[config.mk]
export PLATFORM = sky130hd
export DESIGN_NAME = spmv_mem_arbiter
export DESIGN_NICKNAME = d
export VERILOG_FILES = /design/src/rtl/spmv_mem_arbiter.sv
export SDC_FILE = /design/constraint.sdc
export NUM_CORES = 1
export LEC_CHECK = 0
export ABC_AREA = 1
export CELL_PAD_IN_SITES_DETAIL_PLACEMENT = 0
export CELL_PAD_IN_SITES_GLOBAL_PLACEMENT = 2
export CORE_AREA = 3 3 492 494
export DETAILED_ROUTE_END_ITERATION = 8
export DIE_AREA = 0 0 495 497
export PLACE_DENSITY = 0.37
export SYNTH_ARGS = -nofsm -noshare
export SYNTH_HDL_FRONTEND = slang
export SYNTH_SLANG_ARGS = --single-unit
[constraint.sdc]
create_clock -name clk -period 4.7 [get_ports clk]
set_input_delay 0.47 -clock clk [delete_from_list [all_inputs] [get_ports clk]]
set_output_delay 0.47 -clock clk [all_outputs]
set_load 0.05 [all_outputs]
[src/rtl/spmv_mem_arbiter.sv]
// Round-robin read arbiter for the SpMV memory port: grants one requester per cycle,
// tags the request with a free 6-bit transaction id and routes responses back by tag owner.
module spmv_mem_arbiter #(
    parameter int NREQ   = 4,
    parameter int ADDR_W = 40,
    parameter int DATA_W = 512
) (
    input  logic                   clk,
    input  logic                   rst_n,
    input  logic [NREQ-1:0]        req_val,
    output logic [NREQ-1:0]        req_rdy,
    input  logic [NREQ*ADDR_W-1:0] req_addr,
    output logic                   mem_req_val,
    input  logic                   mem_req_rdy,
    output logic [5:0]             mem_req_transid,
    output logic [ADDR_W-1:0]      mem_req_addr,
    input  logic                   mem_resp_val,
    input  logic [5:0]             mem_resp_transid,
    input  logic [DATA_W-1:0]      mem_resp_data,
    output logic [NREQ-1:0]        rsp_val,
    output logic [DATA_W-1:0]      rsp_data,
    output logic [6:0]             inflight,
    output logic                   tag_err
);

    localparam int NTAG  = 64;
    localparam int TAG_W = 6;
    localparam int OWN_W = (NREQ > 2) ? $clog2(NREQ) : 1;

    // Tag table: allocation bits plus the requester that owns each tag
    logic [NTAG-1:0]     tag_alloc_reg;
    logic [NTAG-1:0]     tag_alloc_next;
    logic [OWN_W-1:0]    tag_owner_reg [NTAG];

    // Output register feeding the memory request channel
    logic                out_val_reg;
    logic [TAG_W-1:0]    out_tag_reg;
    logic [ADDR_W-1:0]   out_addr_reg;

    logic [OWN_W-1:0]    last_grant_reg;
    logic [6:0]          inflight_reg;
    logic [6:0]          inflight_next;
    logic                tag_err_reg;

    logic                loadable;
    logic                any_free;
    logic                any_req;
    logic                grant;
    logic [TAG_W-1:0]    free_tag;
    logic [OWN_W-1:0]    winner;
    logic [ADDR_W-1:0]   winner_addr;
    logic [ADDR_W-1:0]   addr_arr [NREQ];
    logic                resp_alloc;
    logic                resp_hit;
    logic                resp_miss;
    logic [OWN_W-1:0]    resp_owner;

    genvar gi;

    generate
        for (gi = 0; gi < NREQ; gi++) begin : g_addr
            assign addr_arr[gi] = req_addr[gi*ADDR_W +: ADDR_W];
        end
    endgenerate

    assign loadable = !out_val_reg || mem_req_rdy;

    // Lowest-numbered free tag; descending scan lets the lowest index overwrite last
    always_comb begin
        free_tag = '0;
        any_free = 1'b0;
        for (int t = NTAG - 1; t >= 0; t--) begin
            if (!tag_alloc_reg[t]) begin
                free_tag = TAG_W'(t);
                any_free = 1'b1;
            end
        end
    end

    // Round-robin search starting just after the last winner; smallest offset wins
    always_comb begin
        int idx;
        winner  = '0;
        any_req = 1'b0;
        idx     = 0;
        for (int k = NREQ; k >= 1; k--) begin
            idx = int'(last_grant_reg) + k;
            if (idx >= NREQ) begin
                idx = idx - NREQ;
            end
            if (req_val[idx]) begin
                winner  = OWN_W'(idx);
                any_req = 1'b1;
            end
        end
    end

    assign winner_addr = addr_arr[winner];
    assign grant       = rst_n && loadable && any_free && any_req;

    assign resp_alloc = tag_alloc_reg[mem_resp_transid];
    assign resp_owner = tag_owner_reg[mem_resp_transid];
    assign resp_hit   = rst_n && mem_resp_val && resp_alloc;
    assign resp_miss  = rst_n && mem_resp_val && !resp_alloc;

    generate
        for (gi = 0; gi < NREQ; gi++) begin : g_port
            assign req_rdy[gi] = grant && (winner == OWN_W'(gi));
            assign rsp_val[gi] = resp_hit && (resp_owner == OWN_W'(gi));
        end
    endgenerate

    assign rsp_data = mem_resp_data;

    // A tag is never granted and freed in the same cycle: grants only take free tags
    generate
        for (gi = 0; gi < NTAG; gi++) begin : g_tag
            assign tag_alloc_next[gi] =
                (grant && (free_tag == TAG_W'(gi))) ? 1'b1 :
                (resp_hit && (mem_resp_transid == TAG_W'(gi))) ? 1'b0 :
                tag_alloc_reg[gi];
        end
    endgenerate

    always_comb begin
        inflight_next = inflight_reg;
        if (grant && !resp_hit) begin
            inflight_next = inflight_reg + 7'd1;
        end else if (!grant && resp_hit) begin
            inflight_next = inflight_reg - 7'd1;
        end
    end

    always_ff @(posedge clk) begin
        if (!rst_n) begin
            tag_alloc_reg  <= '0;
            out_val_reg    <= 1'b0;
            out_tag_reg    <= '0;
            out_addr_reg   <= '0;
            last_grant_reg <= OWN_W'(NREQ - 1);
            inflight_reg   <= '0;
            tag_err_reg    <= 1'b0;
        end else begin
            tag_alloc_reg <= tag_alloc_next;
            inflight_reg  <= inflight_next;
            if (loadable) begin
                out_val_reg <= grant;
                if (grant) begin
                    out_tag_reg  <= free_tag;
                    out_addr_reg <= winner_addr;
                end
            end
            if (grant) begin
                last_grant_reg <= winner;
            end
            if (resp_miss) begin
                tag_err_reg <= 1'b1;
            end
        end
    end

    // Owner entries are only meaningful while the matching allocation bit is set
    always_ff @(posedge clk) begin
        if (grant) begin
            tag_owner_reg[free_tag] <= winner;
        end
    end

    assign mem_req_val     = out_val_reg;
    assign mem_req_transid = out_tag_reg;
    assign mem_req_addr    = out_addr_reg;
    assign inflight        = inflight_reg;
    assign tag_err         = tag_err_reg;

endmodule

==> metrics.txt, run 1 <==
# TYPE chip_impl_metric gauge
chip_impl_metric{name="pin_count",unit=""} 1261
chip_impl_metric{name="yosysTopAreaCellShare",unit="%"} 23.1
chip_impl_metric{name="post-route-util",unit="%"} 9.26
chip_impl_metric{name="final_net_count",unit=""} 2656
chip_impl_info{name="netlist.top_cell.by_area",value="sky130_fd_sc_hd__buf_4"} 1
chip_impl_metric{name="fp.dieH",unit="um"} 497
chip_impl_info{name="endpoint_kind",value="flop"} 1
chip_impl_metric{name="numClockSinks",unit=""} 249
chip_impl_info{name="worst_hold_path_type",value="reg -> reg"} 1
chip_impl_metric{name="power.net_switching",unit="mW"} 4.98
chip_impl_info{name="crit_family",value="simple AND/OR/NAND/NOR gates"} 1
chip_impl_metric{name="drt_first_pass_iters",unit=""} 5
chip_impl_info{name="timing_worst_setup_path_type",value="reg -> reg"} 1
chip_impl_metric{name="setup_violations",unit=""} 0
chip_impl_metric{name="cp_max_fo",unit=""} 7
chip_impl_metric{name="initial_core_utilization",unit="%"} 7.00
chip_impl_metric{name="place.port_buffers",unit=""} 236
chip_impl_info{name="setup_repair_after_global_routing_missed_its_margin",value="true"} 1
chip_impl_metric{name="finalMaxSlewViolations",unit=""} 0
chip_impl_metric{name="count_of_filler_cells_inserted_in_the_layout",unit=""} 27900
chip_impl_metric{name="pwr-share-clk",unit="%"} 27.3
chip_impl_metric{name="worst-slew-pin-transition",unit="ns"} 1.20
chip_impl_metric{name="postSynthNetCount",unit=""} 2823
chip_impl_metric{name="number_of_synthesized_flops_with_an_enable_pin",unit=""} 128
chip_impl_metric{name="timing.final.crit_share",unit="%"} 99.8
chip_impl_metric{name="synth-async-reset-ratio",unit="%"} 0
chip_impl_metric{name="critical_path_arrival",unit="ns"} 4.99
chip_impl_metric{name="layout-area-overhead-vs-synth",unit="%"} 32.3
chip_impl_metric{name="wire_per_inst",unit="um"} 21.2
chip_impl_metric{name="worstPathRequired",unit="ns"} 5.00
chip_impl_metric{name="max-slew-margin-rel",unit="%"} 19.7
chip_impl_metric{name="max-cap-violations",unit=""} 0
chip_impl_metric{name="globalplace.congestion",unit=""} 0.745
chip_impl_metric{name="drc",unit=""} 0
chip_impl_metric{name="timing.fmax",unit="GHz"} 0.213
chip_impl_metric{name="syn-cell-area",unit="sq um"} 16600
chip_impl_metric{name="number_of_buffer_and_inverter_stages_on_the_critical_path",unit=""} 3
chip_impl_metric{name="path_depth",unit=""} 67
chip_impl_metric{name="path_clk_slew",unit="ns"} 0.05
chip_impl_metric{name="grt_pass1_wl",unit="um"} 144000
chip_impl_metric{name="total_leakage_power",unit="nW"} 6.79
chip_impl_metric{name="first_iter_violations",unit=""} 931
chip_impl_info{name="postSynth.topFlopCell",value="sky130_fd_sc_hd__edfxtp_1"} 1
chip_impl_metric{name="worst-r2r-cell-count",unit=""} 67
chip_impl_metric{name="insertion_delay",unit="ns"} 0.63
chip_impl_metric{name="yosys_register_bits",unit=""} 249
chip_impl_metric{name="power_per_cell_area",unit="nW/um^2"} 502
chip_impl_metric{name="synthesis.yosys.warnings",unit=""} 0
chip_impl_info{name="status",value="finished clean"} 1
chip_impl_metric{name="fp-row-count",unit=""} 179
chip_impl_metric{name="grt_usage",unit="%"} 8.60
chip_impl_metric{name="timing.critical_path.slowest_cell_delay",unit="ns"} 0.33
chip_impl_metric{name="holdPathStages",unit=""} 2
chip_impl_metric{name="placement.cell_area",unit="sq um"} 20100
chip_impl_metric{name="die_x",unit="um"} 495
chip_impl_metric{name="grt_antenna_before_repair",unit=""} 7
chip_impl_metric{name="pwr-share-seq",unit="%"} 27.3
chip_impl_metric{name="antenna_violating_nets_post_route",unit=""} 0
chip_impl_info{name="path_common_cell",value="sky130_fd_sc_hd__nand2_1"} 1
chip_impl_metric{name="netlist-cell-type-count",unit=""} 41
chip_impl_metric{name="number_of_global_route_vias_before_repair",unit=""} 15400
chip_impl_metric{name="design.die.area",unit="sq um"} 246000
chip_impl_metric{name="largest_net_degree_at_the_start_of_global_routing",unit=""} 81
chip_impl_metric{name="fin_total_pwr",unit="mW"} 11.1
chip_impl_info{name="cts_tree",value="yes"} 1
chip_impl_metric{name="routed_wirelength",unit="um"} 110000
chip_impl_metric{name="count_of_vias_placed_by_the_detailed_router",unit=""} 14300
chip_impl_metric{name="syn_avg_cell_area",unit="sq um"} 7.82
chip_impl_metric{name="timing.final.hold_violations",unit=""} 0
chip_impl_metric{name="drive_above_1_share",unit="%"} 17.8
chip_impl_metric{name="largest_register_ffs",unit=""} 128
chip_impl_metric{name="synthCells",unit=""} 2130
chip_impl_metric{name="comb_power_share",unit="%"} 45.4
chip_impl_metric{name="placedCellCount",unit=""} 5081
chip_impl_metric{name="count_of_non_filler_cells_in_the_finished_layout",unit=""} 5169
chip_impl_metric{name="cellInternalPower",unit="mW"} 6.09
chip_impl_metric{name="power.ir.vdd_worst",unit="mV"} 0.353
chip_impl_info{name="clock-root-buffer",value="sky130_fd_sc_hd__clkbuf_16"} 1
chip_impl_metric{name="grt_remaining_overflow",unit=""} 0
chip_impl_metric{name="clock_tree.htree_level_count",unit=""} 2
chip_impl_metric{name="final.setup_skew",unit="ns"} 0.0544
chip_impl_metric{name="min_period",unit="ns"} 4.69
chip_impl_info{name="setup.worst_path.start_class",value="flop"} 1
chip_impl_info{name="critical-path-slowest-cell",value="sky130_fd_sc_hd__dfxtp_2"} 1
chip_impl_metric{name="cts-root-to-sink-buffers",unit=""} 3
chip_impl_metric{name="detailedPlacementHpwl",unit="um"} 89000
chip_impl_metric{name="post-route-cell-area",unit="sq um"} 22000
chip_impl_metric{name="proportion_of_synthesized_chip_area_in_sequential_cells",unit="%"} 37.6
chip_impl_metric{name="swShare",unit="%"} 45.0
chip_impl_metric{name="detail_route.vias_per_cell",unit=""} 2.76
chip_impl_metric{name="placeableCoreArea",unit="sq um"} 238000
chip_impl_info{name="synth_area_leaders",value="sky130_fd_sc_hd__buf_4 23%, sky130_fd_sc_hd__edfxtp_1 23%, sky130_fd_sc_hd__dfxtp_1 15%"} 1
chip_impl_metric{name="cts_buffers",unit=""} 39
chip_impl_metric{name="ctsHoldBuffers",unit=""} 0
==> cells in the final DEF (no fill, tap or decap), drive strengths merged, types with 65 or more instances in the layout <==
| cell | instances |
|---|---|
| a21oi | 65 |
| buf | 177 |
| nor2 | 368 |
| dfxtp | 121 |
| edfxtp | 128 |
| nand3 | 111 |
| inv | 126 |
| nand2 | 199 |
| o21ai | 163 |
| clkdlybuf4s50 | 225 |
==> repair_timing <==
| item | 4_1_cts | 5_1_grt |
|---|---|---|
| pin swaps | 5 | 14 |
| resized for setup | 71 | 92 |
| gates cloned | 1 | 0 |
| buffers inserted | 9 | 6 |
| endpoints found under the setup margin | 118 | 193 |
==> through the flow <==
stage / setup slack (ns) / hold WS, ns / TNS (ns)
6_report: 0.00974 / 0.474 / 0
5_1_grt: -0.657 / 0.505 / -106.23
4_1_cts: -0.0783 / 0.487 / -2.52
3_5_place_dp: -0.315 / 0.474 / -7.39
3_3_place_gp: -0.629 / 0.466 / -53.65
2_1_floorplan: 0.574 / 0.467 / 0
==> power groups by stage <==
| stage | logic, mW | clock network [mW] | registers, mW |
|---|---|---|---|
| after global placement | 5.31 | 0 | 3.07 |
| after global routing | 5.56 | 3.25 | 3.06 |
| after detailed placement | 5.22 | 0 | 3.07 |
| after floorplan | 3.24 | 0 | 3.72 |
| final | 5.02 | 3.02 | 3.02 |
| after CTS | 5.26 | 3.18 | 3.03 |
==> logic make-up after synthesis <==
group | share of synthesized area, %
simple gates | 19.2
buf+inv | 28.4
compound gates | 13.9
flops | 37.6
fa+ha+maj | 0.571
xor+xnor | 0.263
==> routing by layer <==
metal | global-route usage, % | up-vias | part of all wire, %
met5 | 1.21 | - | 0.31
met4 | 2.74 | 10 | 2.8
met3 | 6.26 | 165 | 16
met2 | 13.4 | 1002 | 45
met1 | 8.95 | 6732 | 37
li1 | - | 6376 | -
==> path summary, 6_finish.rpt <==
check	startpoint	end	slack (ns)
setup / recovery	tag_alloc_reg[63]	tag_owner_reg[0][0]	0.01
hold / removal	inflight[6]	inflight[6]	0.47
setup reg to reg	tag_alloc_reg[63]	tag_owner_reg[0][0]	0.01
hold reg to reg	inflight[6]	inflight[6]	0.47
==> worst min-delay path, cell delays in order (launching register included) <==
cell                      delay [ns]
sky130_fd_sc_hd__dfxtp_1        0.31
sky130_fd_sc_hd__inv_1          0.06
sky130_fd_sc_hd__a21oi_1        0.05
==> cells in the mapped netlist, types with 33 or more instances <==
library cell               instances
sky130_fd_sc_hd__buf_4           512
sky130_fd_sc_hd__nor2_1          367
sky130_fd_sc_hd__nand2_1         195
sky130_fd_sc_hd__o21ai_0         163
sky130_fd_sc_hd__edfxtp_1        128
sky130_fd_sc_hd__inv_1           123
sky130_fd_sc_hd__dfxtp_1         121
sky130_fd_sc_hd__nand3_1         111
sky130_fd_sc_hd__clkbuf_1         87
sky130_fd_sc_hd__a21oi_1          59
sky130_fd_sc_hd__a22oi_1          44
sky130_fd_sc_hd__o32ai_1          40
sky130_fd_sc_hd__a31oi_1          36
sky130_fd_sc_hd__nand4_1          33
==> area by class of cell <==
| type | count | area [sq um] | area share (%) |
|---|---|---|---|
| inverters | 133 | 505 | 2.29 |
| well taps | 3167 | 3960 | 18.0 |
| flip-flops and latches | 249 | 6270 | 28.5 |
| clock buffers | 49 | 1050 | 4.78 |
| diodes | 8 | 20.0 | 0.0909 |
| multi-input cells | 1138 | 6170 | 28.0 |
| clock inverters | 23 | 231 | 1.05 |
| repair buffers | 402 | 3820 | 17.3 |
No activity file was read; power rests on OpenSTA's default activity.
==> run 2: changes to the inputs <==
CAP_MARGIN = 20   (was not set)
==> run 2 against run 1 <==
The run now ends with negative setup slack left; clock skew shrank 0.012 ns; via count is essentially flat; critical path type unchanged; fmax shrank 0.43%; setup slack lost 0.020 ns; design area shrank 0.47%; utilization is essentially flat; wire length grew 0.66%; cell count is essentially flat; first-iteration DRC count shrank 20%; total power grew 0.69%; die area is the same; sequential power is essentially flat.
==> metrics.txt, run 2 (synthesis gave the netlist of run 1 again) <==
# TYPE chip_impl_metric gauge
chip_impl_info{name="status",value="finished, violations left"} 1
chip_impl_info{name="violations_in_the_final_reports",value="negative setup slack"} 1
chip_impl_metric{name="drc",unit=""} 0
chip_impl_metric{name="cp_max_fo",unit=""} 4
chip_impl_metric{name="detailedPlacementHpwl",unit="um"} 89800
chip_impl_metric{name="insertion_delay",unit="ns"} 0.63
chip_impl_metric{name="power_per_cell_area",unit="nW/um^2"} 508
chip_impl_metric{name="antenna_violating_nets_post_route",unit=""} 0
chip_impl_metric{name="routed_wirelength",unit="um"} 110000
chip_impl_metric{name="grt_usage",unit="%"} 8.66
chip_impl_metric{name="fp-row-count",unit=""} 179
chip_impl_metric{name="grt_pass1_wl",unit="um"} 145000
chip_impl_metric{name="die_x",unit="um"} 495
chip_impl_metric{name="largest_net_degree_at_the_start_of_global_routing",unit=""} 81
chip_impl_info{name="r2r_start",value="tag_alloc_reg[63]"} 1
chip_impl_metric{name="placement.cell_area",unit="sq um"} 20100
chip_impl_metric{name="drive_above_1_share",unit="%"} 17.5
chip_impl_metric{name="critical_path_arrival",unit="ns"} 5.03
chip_impl_metric{name="wire_per_inst",unit="um"} 21.4
chip_impl_metric{name="timing.fmax",unit="GHz"} 0.212
chip_impl_metric{name="ctsHoldBuffers",unit=""} 0
chip_impl_info{name="timing_worst_setup_path_type",value="reg -> reg"} 1
chip_impl_metric{name="timing.final.crit_share",unit="%"} 100
chip_impl_metric{name="first_iter_violations",unit=""} 747
chip_impl_info{name="endpoint_kind",value="flop"} 1
chip_impl_info{name="final_cell_mix",value="326 x sky130_fd_sc_hd__nor2_1, 225 x sky130_fd_sc_hd__clkdlybuf4s50_1, 188 x sky130_fd_sc_hd__nand2_1"} 1
chip_impl_metric{name="max-slew-margin-rel",unit="%"} 35.1
chip_impl_info{name="path_common_cell",value="sky130_fd_sc_hd__nand2_1"} 1
chip_impl_info{name="hold_start",value="inflight[6]"} 1
chip_impl_info{name="layout.cells.most_common",value="sky130_fd_sc_hd__nor2_1"} 1
chip_impl_metric{name="timing.critical_path.slowest_cell_delay",unit="ns"} 0.32
chip_impl_metric{name="timing.final.hold_violations",unit=""} 0
chip_impl_metric{name="number_of_global_route_vias_before_repair",unit=""} 15300
chip_impl_metric{name="count_of_vias_placed_by_the_detailed_router",unit=""} 14300
chip_impl_metric{name="numClockSinks",unit=""} 249
chip_impl_info{name="clock-root-buffer",value="sky130_fd_sc_hd__clkbuf_16"} 1
chip_impl_metric{name="post-route-cell-area",unit="sq um"} 21900
chip_impl_info{name="worst_hold_path_type",value="reg -> reg"} 1
chip_impl_metric{name="grt_antenna_before_repair",unit=""} 7
chip_impl_metric{name="min_period",unit="ns"} 4.71
chip_impl_metric{name="pin_count",unit=""} 1261
chip_impl_metric{name="reg2reg_setup_slack",unit="ns"} -0.01
chip_impl_metric{name="fp.dieH",unit="um"} 497
chip_impl_metric{name="fin_total_pwr",unit="mW"} 11.1
chip_impl_metric{name="setup_violations",unit=""} 2
chip_impl_metric{name="worst_slack",unit="ns"} -0.0103
chip_impl_metric{name="multi_input_logic_area",unit="sq um"} 6040
chip_impl_info{name="setup.worst_path.start_class",value="flop"} 1
chip_impl_metric{name="power.ir.vdd_worst",unit="mV"} 0.266
chip_impl_metric{name="cts_buffers",unit=""} 39
chip_impl_info{name="crit_family",value="simple AND/OR/NAND/NOR gates"} 1
chip_impl_info{name="cts_tree",value="yes"} 1
chip_impl_info{name="worst_r2r_endpoint",value="tag_owner_reg[31][0]"} 1
chip_impl_metric{name="placeableCoreArea",unit="sq um"} 238000
chip_impl_metric{name="layout-area-overhead-vs-synth",unit="%"} 31.7
chip_impl_metric{name="grt_remaining_overflow",unit=""} 0
chip_impl_info{name="worst_hold_path.endpoint",value="inflight[6]"} 1
chip_impl_metric{name="globalplace.congestion",unit=""} 0.745
chip_impl_info{name="critical-path-slowest-cell",value="sky130_fd_sc_hd__dfxtp_2"} 1
chip_impl_metric{name="drt_first_pass_iters",unit=""} 5
chip_impl_metric{name="number_of_buffer_and_inverter_stages_on_the_critical_path",unit=""} 3
chip_impl_metric{name="final_net_count",unit=""} 2656
chip_impl_metric{name="final.setup_skew",unit="ns"} 0.0419
chip_impl_metric{name="total_leakage_power",unit="nW"} 6.88
chip_impl_metric{name="largest_register_ffs",unit=""} 128
chip_impl_metric{name="initial_core_utilization",unit="%"} 7.00
chip_impl_metric{name="holdPathStages",unit=""} 2
chip_impl_metric{name="worst-r2r-cell-count",unit=""} 67
chip_impl_info{name="setup_repair_after_global_routing_missed_its_margin",value="true"} 1
chip_impl_metric{name="worst-slew-pin-transition",unit="ns"} 0.971
chip_impl_metric{name="finalMaxSlewViolations",unit=""} 0
chip_impl_metric{name="cts-root-to-sink-buffers",unit=""} 3
chip_impl_metric{name="worstPathRequired",unit="ns"} 5.02
chip_impl_metric{name="count_of_filler_cells_inserted_in_the_layout",unit=""} 27900
chip_impl_metric{name="max-cap-violations",unit=""} 0
chip_impl_metric{name="path_clk_slew",unit="ns"} 0.06
chip_impl_metric{name="clock_tree.htree_level_count",unit=""} 2
chip_impl_metric{name="detail_route.vias_per_cell",unit=""} 2.76
chip_impl_metric{name="place.port_buffers",unit=""} 236
chip_impl_metric{name="design.die.area",unit="sq um"} 246000
chip_impl_metric{name="area_taken_by_flip_flops_and_latches",unit="sq um"} 6270
[run 2: cell types whose count changed in the layout (fill, tap and decap cells not counted), sizes merged]
cell	previous run	this run
clkinv	25	19
clkbuf	49	52
diode	8	6
inv	126	127
[run 2: stage by stage]
stage / worst slack (ns) / util [%] / cells / TNS, ns / hold WS [ns]
floorplan: 0.574 / - / 2130 / 0 / 0.467
global placement: -0.629 / 8.44 / 5081 / -53.65 / 0.466
detailed placement: -0.320 / 8.45 / 5082 / -8.05 / 0.474
CTS: -0.112 / 9.07 / 5157 / -4.45 / 0.488
global route: -0.713 / 9.21 / 5162 / -113.90 / 0.505
finish: -0.0103 / 9.22 / 5165 / -0.0151 / 0.477
[run 2: what timing repair did]
action / CTS / global route
resized for setup: 41 / 96
endpoints found under the hold margin: 0 / 0
setup buffers: 7 / 3
cloned: 1 / 0
pin swaps: 4 / 16
setup endpoints to repair: 116 / 195
[run 2: cell type report]
class                   instances  share of cell area, %
multi-input cells            1138                   27.6
flip-flops and latches        249                   28.6
well taps                    3167                   18.1
diodes                          6                 0.0685
clock inverters                18                   1.01
inverters                     133                   2.31
repair buffers                402                   17.4
clock buffers                  52                   4.95
[run 2: report_power, final]
| part | internal (mW) | total, mW | switching [mW] | leakage (nW) |
|---|---|---|---|---|
| sequential | 2.88 | 3.02 | 0.140 | 2.15 |
| clock | 1.81 | 3.08 | 1.28 | 0.637 |
| combinational | 1.43 | 5.04 | 3.61 | 4.09 |
| total | 6.12 | 11.1 | 5.02 | 6.88 |
[run 2: worst max-delay path by stage]
stage	startpoint	endpoint	slack (ns)	cells after the start
after floorplan	mem_resp_transid[0]	inflight[6]	0.57	23
after global placement	tag_alloc_reg[63]	tag_owner_reg[60][0]	-0.63	67
after detailed placement	tag_alloc_reg[63]	tag_owner_reg[60][1]	-0.32	67
after CTS	tag_alloc_reg[63]	tag_owner_reg[33][1]	-0.11	66
after global routing	tag_alloc_reg[63]	tag_owner_reg[31][0]	-0.71	67
final	tag_alloc_reg[63]	tag_owner_reg[31][0]	-0.01	67
[run 2: worst min-delay path, cell delays in order, from the launching register on]
cell and delay (ns):
sky130_fd_sc_hd__dfxtp_1 0.31, sky130_fd_sc_hd__inv_1 0.06, sky130_fd_sc_hd__a21oi_1 0.06
[run 2: per-layer routing]
metal	track usage [%]	wire, um
met5	1.31	350
met4	2.73	3010
met2	13.4	49300
met1	9.20	41300
met3	6.08	16400
==> RTL edit (config.mk and constraints of run 1) <==
The parameter `NREQ` goes from 4 to 8.
--- a/src/rtl/spmv_mem_arbiter.sv
+++ b/src/rtl/spmv_mem_arbiter.sv
@@ -3,3 +3,3 @@
 module spmv_mem_arbiter #(
-    parameter int NREQ   = 4,
+    parameter int NREQ   = 8,
     parameter int ADDR_W = 40,
Interface: changed (resized req_addr, req_rdy, req_val and rsp_val); port bits go from 1261 to 1433. The function was not compared with the original's and may differ.
==> RTL edit against run 1 <==
  * The run now ends with setup timing left
  * Fmax shrank 2.2%
  * Synthesized cell count grew 27%
  * Synthesized area grew 24%
  * First-iteration DRC count shrank 3.0%
  * Wire length grew 17%
  * Sequential cell count grew 65
  * Setup slack lost 0.11 ns
  * Die area is the same
  * Non-clock buffer count grew 229
  * Design area grew 31%
  * Via count grew 31%
  * Critical endpoint is now tag_owner_reg[45][0]$_DFFE_PP_
Power is not compared: it rests on default switching activity, and its combinational part moved more than twofold at a synthesized area within 25%.
==> RTL edit: results (changes against run 1) <==
[min_path]
hp-class = primary input to flip-flop
hold_end = mem_req_addr[18]$_SDFFE_PN0P_
hold-path-cell-count = 4  ; +2

[finish]
nets = 3607  ; +36%
post_route_cells_drive_above_1_share_pct = 16.73  ; -1.0 points
largest_register_ffs = 192  ; +50%

[synthesis]
synth.top_cells.by_count = 715 x nand2_1, 513 x buf_4, 215 x nand3_1
yosys-top-cells-area = edfxtp_1 28%, buf_4 19%, nand2_1 13%
yosysSeqAreaShare_pct = 39.75  ; +2.1 points
ys_types = 47  ; +15%
synth_edf_count = 192  ; +50%

[outcome]
status = finished, violations left
violations = setup timing

[placement]
dp_slack_ns = -0.2878  ; +0.02745 ns
dpl_cell_area_um2 = 26270  ; +31%
dp_hpwl_um = 100500  ; +13%
numPortBuffers = 408  ; +73%

[drt]
vias = 18700  ; +31%
wl_per_cell_um = 21.56  ; +1.6%

[global_routing]
grt_max_degree = 65  ; -20%
antenna_found_initial = 23  ; +16
grt_pass1_wl_um = 172300  ; +20%
grt_pass1_vias = 20260  ; +32%

[critical_path]
crit_fanout = 5  ; -2

[timing]
setup_ws_ns = -0.09755  ; -0.1073 ns
skew_ns = 0.04160  ; -0.01280 ns
relSlewSlack_pct = 31.96  ; +12 points
setup_viol = 67  ; +67

[cts]
clock_latency_ns = 0.60  ; -0.03 ns
cts_made_buffers = 41  ; +5.1%

-- RTL edit: cell types whose count changed after synthesis, moves of 17 or more --
cell / change
o21ai_0: -80
a22oi_1: +18
nand4_1: +66
nand2_1: +520
edfxtp_1: +64
nor2_1: -166
o32ai_1: -40
nand3_1: +104
inv_1: +43
clkbuf_1: +17
-- RTL edit: cell families after synthesis --
kind of cell             synth area share, %
XOR/XNOR                              0.2969
flip-flops                             39.75
AND/OR/NAND/NOR                        26.48
AO/OA/AOI/OAI                          8.756
buffers and inverters                  24.13
adder cells (fa/ha/maj)               0.5817
-- RTL edit: how the worst max path moves through the flow --
stage | start | endpoint | slack (ns)
floorplan | last_grant_reg[0]$_SDFFE_PN1P_ | req_rdy[0] | -0.11
global placement | tag_alloc_reg[63]$_SDFFE_PN0P_ | tag_owner_reg[16][0]$_DFFE_PP_ | -0.61
detailed placement | tag_alloc_reg[63]$_SDFFE_PN0P_ | tag_owner_reg[16][0]$_DFFE_PP_ | -0.29
CTS | tag_alloc_reg[63]$_SDFFE_PN0P_ | tag_owner_reg[60][0]$_DFFE_PP_ | -0.16
global route | tag_alloc_reg[63]$_SDFFE_PN0P_ | tag_owner_reg[45][1]$_DFFE_PP_ | -0.86
finish | tag_alloc_reg[63]$_SDFFE_PN0P_ | tag_owner_reg[45][0]$_DFFE_PP_ | -0.1
-- RTL edit: worst min-delay path, stage by stage --
cell,delay (ns)
buf_4,0.14
buf_4,0.22
nand2_1,0.09
inv_1,0.03
-- RTL edit: power breakdown --
part / internal, mW / leakage, nW / switching, mW
registers: 4.15 / 2.72 / 0.0825
logic: 3.72 / 6.40 / 8.70
clock network: 1.96 / 0.663 / 1.36
total: 9.83 / 9.79 / 10.1
-- RTL edit: routing by layer --
metal  vias up  track usage [%]  part of all wire [%]
met2      1068            15.76                    45
met3       191            5.400                    12
met5         -            2.133                  0.62
met1      8813            11.56                    41
li1       8599                -                     -
met4        32            2.288                   2.0
-- RTL edit: cell type report --
type	instances	area [um2]	share of cell area [%]
flip-flops and latches	314	8209	28.51
multi-input cells	1583	8130	28.23
repair buffers	631	6387	22.18
well taps	3167	3963	13.76
clock buffers	52	1107	3.845
inverters	177	708.2	2.459
clock inverters	23	277.8	0.9645
diodes	6	15.01	0.05214
-- RTL edit: through the flow --
stage	hold slack, ns	power [mW]	cells
6_report	0.4201	19.98	5953
3_3_place_gp	0.4702	17.00	5843
2_1_floorplan	0.4799	11.34	2708
5_1_grt	0.4086	21.62	5948
4_1_cts	0.3936	20.29	5933
3_5_place_dp	0.4736	16.76	5843
-- RTL edit: repair_timing --
action | CTS | global route
endpoints found under the setup margin | 187 | 264
cloned | 1 | 2
setup buffers | 16 | 14
resized for setup | 109 | 132
pin swaps | 8 | 13
